<file path="src/rtl/reg_scoreboard_if.sv">
// ---------------------------------------------------------------------------
// reg_scoreboard_if
//   Issue / retire / flush handshake between the pipeline and the GPR write
//   scoreboard.
//   master : pipeline side (decode + writeback), drives requests.
//   slave  : scoreboard side, returns issue_ready, busy_vec, underflow_err.
// ---------------------------------------------------------------------------
interface reg_scoreboard_if;
    logic        issue_valid;
    logic        issue_wen;
    logic [4:0]  issue_dest;
    logic [4:0]  issue_rs;
    logic [4:0]  issue_rt;
    logic        issue_ready;
    logic        retire_valid;
    logic [4:0]  retire_dest;
    logic        flush;
    logic [31:0] busy_vec;
    logic        underflow_err;

    modport master (
        output issue_valid, issue_wen, issue_dest, issue_rs, issue_rt,
        output retire_valid, retire_dest, flush,
        input  issue_ready, busy_vec, underflow_err
    );

    modport slave (
        input  issue_valid, issue_wen, issue_dest, issue_rs, issue_rt,
        input  retire_valid, retire_dest, flush,
        output issue_ready, busy_vec, underflow_err
    );
endinterface

</file>
<file path="src/rtl/reg_scoreboard.sv">
// ---------------------------------------------------------------------------
// reg_scoreboard
//   Tracks in-flight GPR writes with one saturating-free counter per register
//   and stalls issue on source hazards or a full destination counter.
//   Ports:
//     clk     - sole clock, rising edge
//     resetn  - asynchronous active-low reset
//     sb      - reg_scoreboard_if.slave (issue, retire, flush, status)
//   Parameter:
//     CNT_W   - width of each per-register in-flight counter
// ---------------------------------------------------------------------------
module reg_scoreboard #(
    parameter int CNT_W = 2
) (
    input  logic              clk,
    input  logic              resetn,
    reg_scoreboard_if.slave   sb
);

    localparam logic [CNT_W-1:0] CNT_MAX = '1;

    logic [CNT_W-1:0] cnt [32];
    logic [31:0]      busy;
    logic [31:0]      issue_sel;
    logic [31:0]      retire_sel;
    logic [31:0]      inc;
    logic [31:0]      dec;
    logic             src_hazard;
    logic             full_hazard;
    logic             ready;
    logic             fire;
    logic             underflow_err;
    logic             underflow_hit;

    // Status and decodes come from registered counters only, so a retire in
    // the current cycle cannot release a hazard until the following cycle.
    always_comb begin
        // NOTE: every always_comb output gets a default first so no latch is inferred.
        busy        = '0;
        issue_sel   = 32'd1 << sb.issue_dest;
        retire_sel  = 32'd1 << sb.retire_dest;
        for (int i = 1; i < 32; i++) begin
            busy[i] = (cnt[i] != '0);
        end

        src_hazard  = busy[sb.issue_rs] | busy[sb.issue_rt];
        full_hazard = sb.issue_wen & (sb.issue_dest != 5'd0) &
                      (cnt[sb.issue_dest] == CNT_MAX);
        ready       = !src_hazard & !full_hazard & !sb.flush;
        fire        = sb.issue_valid & ready;

        // Register 0 is never tracked; bit 0 of inc/dec is forced low.
        inc         = (fire & sb.issue_wen) ? issue_sel : '0;
        inc[0]      = 1'b0;
        dec         = sb.retire_valid ? (retire_sel & busy) : '0;
        dec[0]      = 1'b0;

        underflow_hit = sb.retire_valid & (sb.retire_dest != 5'd0) &
                        (cnt[sb.retire_dest] == '0);
    end

    always_ff @(posedge clk or negedge resetn) begin
        // NOTE: the counter array is reset because hazard state must be empty
        // the instant reset is applied; it is flops, not a RAM.
        if (!resetn) begin
            for (int i = 0; i < 32; i++) begin
                cnt[i] <= '0;
            end
        end else if (sb.flush) begin
            for (int i = 0; i < 32; i++) begin
                cnt[i] <= '0;
            end
        end else begin
            // cnt[0] is never written after reset and therefore stays zero.
            for (int i = 1; i < 32; i++) begin
                if (inc[i] && !dec[i]) begin
                    // NOTE: sequential state uses non-blocking assignment only.
                    cnt[i] <= cnt[i] + CNT_W'(1);
                end else if (dec[i] && !inc[i]) begin
                    cnt[i] <= cnt[i] - CNT_W'(1);
                end
            end
        end
    end

    // Sticky error; flush deliberately leaves it alone.
    always_ff @(posedge clk or negedge resetn) begin
        if (!resetn) begin
            underflow_err <= 1'b0;
        end else if (underflow_hit) begin
            underflow_err <= 1'b1;
        end
    end

    assign sb.issue_ready   = ready;
    assign sb.busy_vec      = busy;
    assign sb.underflow_err = underflow_err;

endmodule

</file>
<file path="src/flat_wrapper.sv">
// flat-port wrapper written by rule: the top's interface ports become plain ports
module reg_scoreboard_flat 
#(
    parameter int CNT_W = 2
)
  (clk, resetn, sb_issue_valid, sb_issue_wen, sb_issue_dest, sb_issue_rs, sb_issue_rt, sb_retire_valid, sb_retire_dest, sb_flush, sb_issue_ready, sb_busy_vec, sb_underflow_err);
  reg_scoreboard_if sb_i ();
  input  logic clk;
  input  logic resetn;
  input wire logic [$bits(sb_i.issue_valid)-1:0] sb_issue_valid;
  input wire logic [$bits(sb_i.issue_wen)-1:0] sb_issue_wen;
  input wire logic [$bits(sb_i.issue_dest)-1:0] sb_issue_dest;
  input wire logic [$bits(sb_i.issue_rs)-1:0] sb_issue_rs;
  input wire logic [$bits(sb_i.issue_rt)-1:0] sb_issue_rt;
  input wire logic [$bits(sb_i.retire_valid)-1:0] sb_retire_valid;
  input wire logic [$bits(sb_i.retire_dest)-1:0] sb_retire_dest;
  input wire logic [$bits(sb_i.flush)-1:0] sb_flush;
  output wire logic [$bits(sb_i.issue_ready)-1:0] sb_issue_ready;
  output wire logic [$bits(sb_i.busy_vec)-1:0] sb_busy_vec;
  output wire logic [$bits(sb_i.underflow_err)-1:0] sb_underflow_err;
  assign sb_i.issue_valid = sb_issue_valid;
  assign sb_i.issue_wen = sb_issue_wen;
  assign sb_i.issue_dest = sb_issue_dest;
  assign sb_i.issue_rs = sb_issue_rs;
  assign sb_i.issue_rt = sb_issue_rt;
  assign sb_i.retire_valid = sb_retire_valid;
  assign sb_i.retire_dest = sb_retire_dest;
  assign sb_i.flush = sb_flush;
  assign sb_issue_ready = sb_i.issue_ready;
  assign sb_busy_vec = sb_i.busy_vec;
  assign sb_underflow_err = sb_i.underflow_err;
  reg_scoreboard #(.CNT_W(CNT_W)) u_core (.clk(clk), .resetn(resetn), .sb(sb_i));
endmodule
</file>
<file path="config.mk">
export PLATFORM = sky130hd
export DESIGN_NAME = reg_scoreboard_flat
export DESIGN_NICKNAME = d
export VERILOG_FILES = /design/src/rtl/reg_scoreboard_if.sv /design/src/rtl/reg_scoreboard.sv /design/src/flat_wrapper.sv
export SDC_FILE = /design/constraint.sdc
export NUM_CORES = 1
export LEC_CHECK = 0
export BUFFER_PORTS_ARGS = -buffer_cell sky130_fd_sc_hd__buf_2
export CAP_MARGIN = 30
export CORE_UTILIZATION = 43
export DETAILED_ROUTE_END_ITERATION = 7
export PLACE_DENSITY = 0.59
export SLEW_MARGIN = 20
export SYNTH_ARGS = -nofsm -noshare
export SYNTH_HDL_FRONTEND = slang
export SYNTH_SLANG_ARGS = --single-unit
</file>
<file path="constraint.sdc">
create_clock -name clk -period 6.9 [get_ports clk]
set_clock_uncertainty 0.1 [all_clocks]
set_input_delay 1.38 -clock clk [delete_from_list [all_inputs] [get_ports clk]]
set_output_delay 1.38 -clock clk [all_outputs]
set_load 0.01 [all_outputs]
</file>
==> results of run 1 <==
## cells in the final DEF, fill, tap and decap left out, types with 4 or more instances in the layout
cell	count
nor2_2	5
a2111oi_0	7
inv_1	33
nor2_1	65
nand2_1	34
clkbuf_16	9
and2_1	11
nor4_1	26
nand2b_1	17
buf_4	4
a21o_1	5
nor3b_1	4
a22oi_1	25
nor3b_2	7
a21oi_1	35
and3_1	35
nor3_1	58
nand4_1	11
mux4_2	21
nand3b_1	6
buf_2	58
nor2b_1	11
dfrtp_1	63
inv_2	4
o31ai_1	6
a31oi_1	4
nand3_1	39
or3_1	26
o21ai_0	54
## layer usage
| layer | global-route usage, % | up-vias | routed length [um] |
|---|---|---|---|
| met5 | 0 | - | 0 |
| met4 | 10.94 | 0 | 505 |
| met3 | 5.656 | 35 | 1702 |
| met2 | 45.83 | 304 | 8973 |
| met1 | 45.29 | 2960 | 9128 |
| li1 | - | 2714 | - |
## cell type report
class / instances / share of cell area [%]
Inverter: 37 / 2.252
Clock inverter: 7 / 0.8114
Multi-Input combinational cell: 561 / 58.60
Sequential cell: 63 / 25.56
Timing Repair Buffer: 63 / 5.639
Clock buffer: 9 / 3.651
Tap cell: 172 / 3.489
## registers in the layout, summed over array words and instances, names as in the netlist
name and cells:
u_core.sb.underflow_err 1, u_core.cnt 62
## worst paths after layout
check / start / endpoint / slack [ps] / depth (start not counted)
min in group asynchronous: resetn / u_core.cnt[60] / 840 / 2
worst min-delay path: u_core.sb.underflow_err / u_core.sb.underflow_err / 370 / 1
worst min register to register: u_core.sb.underflow_err / u_core.sb.underflow_err / 370 / 1
worst max register to register: u_core.cnt[49] / u_core.cnt[28] / 3060 / 8
max in group asynchronous: resetn / u_core.cnt[18] / 5330 / 3
worst max-delay path: sb_issue_dest[1] / sb_issue_ready / 1940 / 8
## kinds of logic (layout without fill, tap and decap cells)
group           Yosys count  after routing  synth area share (%)
compound gates          167            167                 19.23
buf+inv                  91            116                 7.472
flops                    63             63                 28.11
mux                      25             25                 9.190
other cells               1              1               0.06686
simple gates            368            368                 35.94
## worst max-delay path, stage by stage
cell      delay, ps
buf_2           450
nor2b_1         370
a311oi_1        150
or4_1           560
and4_2          250
nand2_2         100
inv_1            50
buf_2           140
## report_power, final
group / internal (mW) / total, mW / switching [mW]
Clock: 0.243 / 0.432 / 0.189
Sequential: 0.370 / 0.371 / 0.000767
Combinational: 0.0331 / 0.130 / 0.0968
Total: 0.646 / 0.932 / 0.286
## through the flow
stage                     cells  worst slack, ps  hold WS [ps]
after floorplan             715             2198         393.2
after global placement      895             2073         341.0
after detailed placement    895             1975         347.4
after CTS                   911             1973         369.1
after global routing        912             1821         392.7
final                       912             1943         374.7
==> reports/metrics.yaml, run 1 <==
ys_ff_latch: 63
critPathArrivalTime_ps: 3480
period_share_pct: 71.85
crit_path_max_fanout: 29
chipHeight_um: 116.2
track_usage_pct: 31.05
grt_overflow: 0
cts_setup_buffers: 0
grt_pass1_vias: 5323
cts_buffers: 9
synth_edf_count: 0
cts.repair.resized: 0
ys_async_sr_fraction_pct: 100.0
core-area_mm2: 0.01267
die_x_um: 116.2
post-route-min-period_ps: 4957
synth_top_area_cell: "dfrtp_1"
portBuffers: 58
fin_tns_setup_ps: 0
drt-wirelength-per-cell_um: 22.27
h-tree-depth: 3
num_rows: 41
die-area_mm2: 0.01350
end_kind: "output port"
critPathKind: "in2out"
slew_violations: 0
n_fill_cell: 1290
outcome: "complete, no violations"
drc: 0
place_congestion: 0.9440
start_kind: "input pin"
grt_max_degree: 86
setup_viol: 0
ctsHoldBuffers: 0
drt_iter0_drc: 741
clk_pin_slew_ps: 60
syn_area_per_cell_um2: 7.845
power.density_mw_per_mm2: 151.1
cts_num_sinks: 63
yosys-top-cells-count: "65 x nor2_1, 63 x dfrtp_1, 58 x nor3_1"
grt_first_pass_wirelength_um: 30950
place_area_mm2: 0.005866
synth.area.top_cells: "dfrtp_1 28%, mux4_2 8.4%, nor3_1 5.2%"
root_buffer: "clkbuf_16"
power_mw: 0.9322
leakage_nw: 2.569
vias: 6013
ff_latch_area_mm2: 0.001577
clk_path_buf_depth: 2
drv_cap: 0
max_slew_margin_pct: 35.96
ys.flop_type: "dfrtp_1"
start_util_pct: 44.27
yosys_warnings: 0
crit_required_ps: 5420
netlist.area_leader.share_pct: 28.11
pin_count: 60
max-vdd-ir-drop_mv: 0.1109
holdCritPathClass: "reg2reg"
syn_nets: 741
drive_gt1_share_pct: 16.76
final_net_count: 761
multi_input_area_mm2: 0.003615
syn_area_mm2: 0.005609
final_hold_viol_count: 0
clk_latency_ps: 350
design_area_mm2: 0.006168
firstDrtPassIters: 5
fin_util_pct: 48.68
cts_tree: "yes"
routed_wl_um: 20310
dp_hpwl_um: 14780
diodes: 0
final_antenna_net_count: 0
via_per_inst: 6.593
area_growth_pct: 9.971
rsz0062_at_grt: "no"
ys_seq_area_share_pct: 28.11
synthCells: 715
synth.most_common_cell: "nor2_1"
worst_pin_slew_ps: 960.6
antenna_found_initial: 0
ys_types: 63
fmax_mhz: 201.7
(Power assumes the default switching activity.)
==> inputs of run 2 (changes only) <==
Settings changed: ABC_AREA set to 1.
Clock period 6.9 ns to 4.8 ns, I/O delays scaled along.
==> run 2 against run 1 <==
Area after synthesis grew 19%. Critical endpoint unchanged. Global-route usage grew 0.34 points. Register-to-register slack lost 1600 ps. Die area grew 18%. Sequential share of layout area shrank 3.9 points. Synthesized cell count grew 62%. Core utilization shrank 0.64 points. Non-clock buffer count grew 4. Largest power group is now combinational logic. Sequential cell count is the same. Highest routed layer unchanged.
==> reports/metrics.yaml, run 2 <==
portBuffers: 58  # unchanged
ys_ff_latch: 63  # unchanged
grt_overflow: 0  # unchanged
max_slew_margin_pct: 42.87  # was 35.96%
clk_latency_ps: 350  # about the same
finalWorstSetupSlack_ps: 1063  # was 1943 ps
power.density_mw_per_mm2: 287.8  # was 151.1 mW/mm^2
fmax_mhz: 267.6
grt_max_degree: 69  # was 86
diodes: 0  # unchanged
end_kind: "output port"  # unchanged
pre_cts_slack_ps: 1092  # was 1975 ps
reg_top3: "u_core.cnt x62, u_core.sb.underflow_err x1"  # unchanged
final_hold_viol_count: 0  # unchanged
slew_violations: 0  # unchanged
die_x_um: 126.4  # was 116.2 um
area_growth_pct: 9.305  # was 9.971%
synth_top_area_cell: "dfrtp_1"  # unchanged
clk_pin_slew_ps: 60  # about the same
min_from: "u_core.sb.underflow_err"  # unchanged
cts_tree: "yes"  # unchanged
firstDrtPassIters: 6  # was 5
critPathArrivalTime_ps: 2680  # was 3480 ps
place_congestion: 0.9586  # was 0.9440
ys.flop_type: "dfrtp_1"  # unchanged
reg2reg_setup_slack_ps: 1430  # was 3060 ps
synthCells: 1159  # was 715
outcome: "complete, no violations"  # unchanged
mostFrequentLayoutCells: "393 x nand2_1, 140 x inv_1, 139 x nand3_1"  # was 65 x nor2_1, 63 x dfrtp_1, 58 x nor3_1, 58 x buf_2, 54 x o21ai_0
crit_required_ps: 3740  # was 5420 ps
rr_worst_depth: 14  # was 8
cts.repair.resized: 0  # unchanged
root_buffer: "clkbuf_16"  # unchanged
rsz0062_at_grt: "no"  # unchanged
h-tree-depth: 3  # unchanged
synth.area.top_cells: "dfrtp_1 24%, nand2_1 22%, nand3_1 10%"  # was dfrtp_1 28%, mux4_2 8.4%, nor3_1 5.2%
critPathKind: "in2out"  # unchanged
pin_count: 60  # unchanged
r2r-end: "u_core.cnt[7]"  # was u_core.cnt[28]
drc: 0  # unchanged
cp-endpoint: "sb_issue_ready"  # unchanged
drt-wirelength-per-cell_um: 17.73  # was 22.27 um
die-area_mm2: 0.01598  # was 0.01350 mm^2
ys_async_sr_fraction_pct: 100.0  # unchanged
regMostFlops: "u_core.cnt"  # unchanged
crit_path_max_fanout: 18  # was 29
regToRegStartpoint: "u_core.cnt[20]"  # was u_core.cnt[49]
cts_num_sinks: 63  # unchanged
setup_viol: 0  # unchanged
syn_nets: 1185  # was 741
drv_cap: 0  # unchanged
mostFrequentLayoutCell: "nand2_1"  # was nor2_1
start_kind: "input pin"  # unchanged
cts_buffers: 9  # unchanged
synth.most_common_cell: "nand2_1"  # was nor2_1
period_share_pct: 77.86
antenna_found_initial: 0  # unchanged
drive_gt1_share_pct: 11.31  # was 16.76%
syn_area_mm2: 0.006656  # was 0.005609 mm^2
final_antenna_net_count: 0  # unchanged
max-vdd-ir-drop_mv: 0.1956  # was 0.1109 mV
ctsHoldBuffers: 0  # unchanged
clk_path_buf_depth: 2  # unchanged
grt_pass1_vias: 6773  # was 5,323
routed_wl_um: 24500  # was 20,310 um
yosys_warnings: 0  # unchanged
syn_area_per_cell_um2: 5.743  # was 7.845 um^2
drt_iter0_drc: 1000  # was 741
dp_hpwl_um: 18770  # was 14,780 um
leakage_nw: 3.704  # was 2.569 nW
chipHeight_um: 126.4  # was 116.2 um
holdCritPathClass: "reg2reg"  # unchanged
core-area_mm2: 0.01515  # was 0.01267 mm^2
vias: 7840  # was 6,013
ys_types: 39  # was 63
ys_seq_area_share_pct: 23.68  # was 28.11%
largest_reg_flops: 62  # unchanged
post-route-min-period_ps: 3737
worst_pin_slew_ps: 857.0  # was 960.6 ps
start_util_pct: 43.95  # was 44.27%
synth_edf_count: 0  # unchanged
grt_first_pass_wirelength_um: 38140  # was 30,950 um
via_per_inst: 5.673  # was 6.593
track_usage_pct: 31.38  # was 31.05%
fin_tns_setup_ps: 0  # unchanged
worstSetupStartpoint: "sb_issue_dest[0]"  # was sb_issue_dest[1]
final_net_count: 1217  # was 761
power_mw: 2.094  # was 0.9322 mW
yosys-top-cells-count: "393 x nand2_1, 140 x inv_1, 139 x nand3_1"  # was 65 x nor2_1, 63 x dfrtp_1, 58 x nor3_1
num_rows: 45  # was 41
netlist.area_leader.share_pct: 23.68  # was 28.11%
cts_setup_buffers: 0  # unchanged
run 2: cell types whose count changed after synthesis, moves of 23 or more:
| cell | before | now |
|---|---|---|
| a22oi_1 | 25 | 2 |
| and3_1 | 35 | 0 |
| inv_1 | 33 | 140 |
| nand2_1 | 34 | 393 |
| nand3_1 | 39 | 139 |
| nand4_1 | 11 | 72 |
| nor2_1 | 65 | 126 |
| nor4_1 | 26 | 3 |
| o21ai_0 | 54 | 10 |
| or3_1 | 26 | 0 |
run 2: cells by family after synthesis:
group / count (synthesis) / share of synthesized area, %
and+or+nand+nor: 844 / 58.68
AOI/OAI and AO/OA: 48 / 4.361
DFF: 63 / 23.68
buffers and inverters: 203 / 13.21
other: 1 / 0.05634
run 2: how the worst min path moves through the flow:
stage                              end  slack, ps  depth (start not counted)
3_5_place_dp   u_core.sb.underflow_err        360                          1
4_1_cts        u_core.sb.underflow_err        380                          1
5_1_grt        u_core.sb.underflow_err        380                          1
3_3_place_gp   u_core.sb.underflow_err        360                          1
6_report       u_core.sb.underflow_err        380                          1
2_1_floorplan           u_core.cnt[29]        410                          2
run 2: stage by stage:
step / hold WS, ps / cell area (um^2) / instances / util [%]
2_1_floorplan: 408.0 / 6656 / 1159 / -
3_3_place_gp: 361.2 / 6950 / 1366 / 45.89
3_5_place_dp: 363.6 / 6998 / 1368 / 46.20
4_1_cts: 379.7 / 7276 / 1382 / 48.04
5_1_grt: 383.1 / 7276 / 1382 / 48.04
6_report: 382.0 / 7276 / 1382 / 48.04
run 2: power by group:
part / total, mW / leakage, nW / internal, mW / switching [mW]
registers: 0.698 / 0.813 / 0.596 / 0.101
clock network: 0.663 / 0.138 / 0.396 / 0.267
logic: 0.734 / 2.75 / 0.226 / 0.508
run 2: routing by layer:
layer	global-route usage, %	up-vias	wire, um	part of all wire (%)
met1	43.95	3579	11010	45
li1	-	3816	-	-
met4	11.69	0	918	3.7
met2	48.07	376	10190	42
met3	5.609	69	2382	9.7
met5	0	-	0	0
run 2: area by class of cell:
type | instances | area (um^2)
clock inverters | 4 | 48.80
well taps | 188 | 235.2
clock buffers | 10 | 229.0
multi-input cells | 893 | 4200
flip-flops and latches | 63 | 1577
inverters | 157 | 595.6
fillers | 1644 | 7870
repair buffers | 67 | 390.4
run 2: critical path, cell delays in order:
cell and delay (ps):
buf_2 340, inv_4 120, nor2_4 270, nand2_1 100, nand3_1 90, nand3_1 80
nand3_1 100, nand2_1 60, nand2_1 90, nand3_4 150, nand2_4 140, inv_1 40
buf_2 130
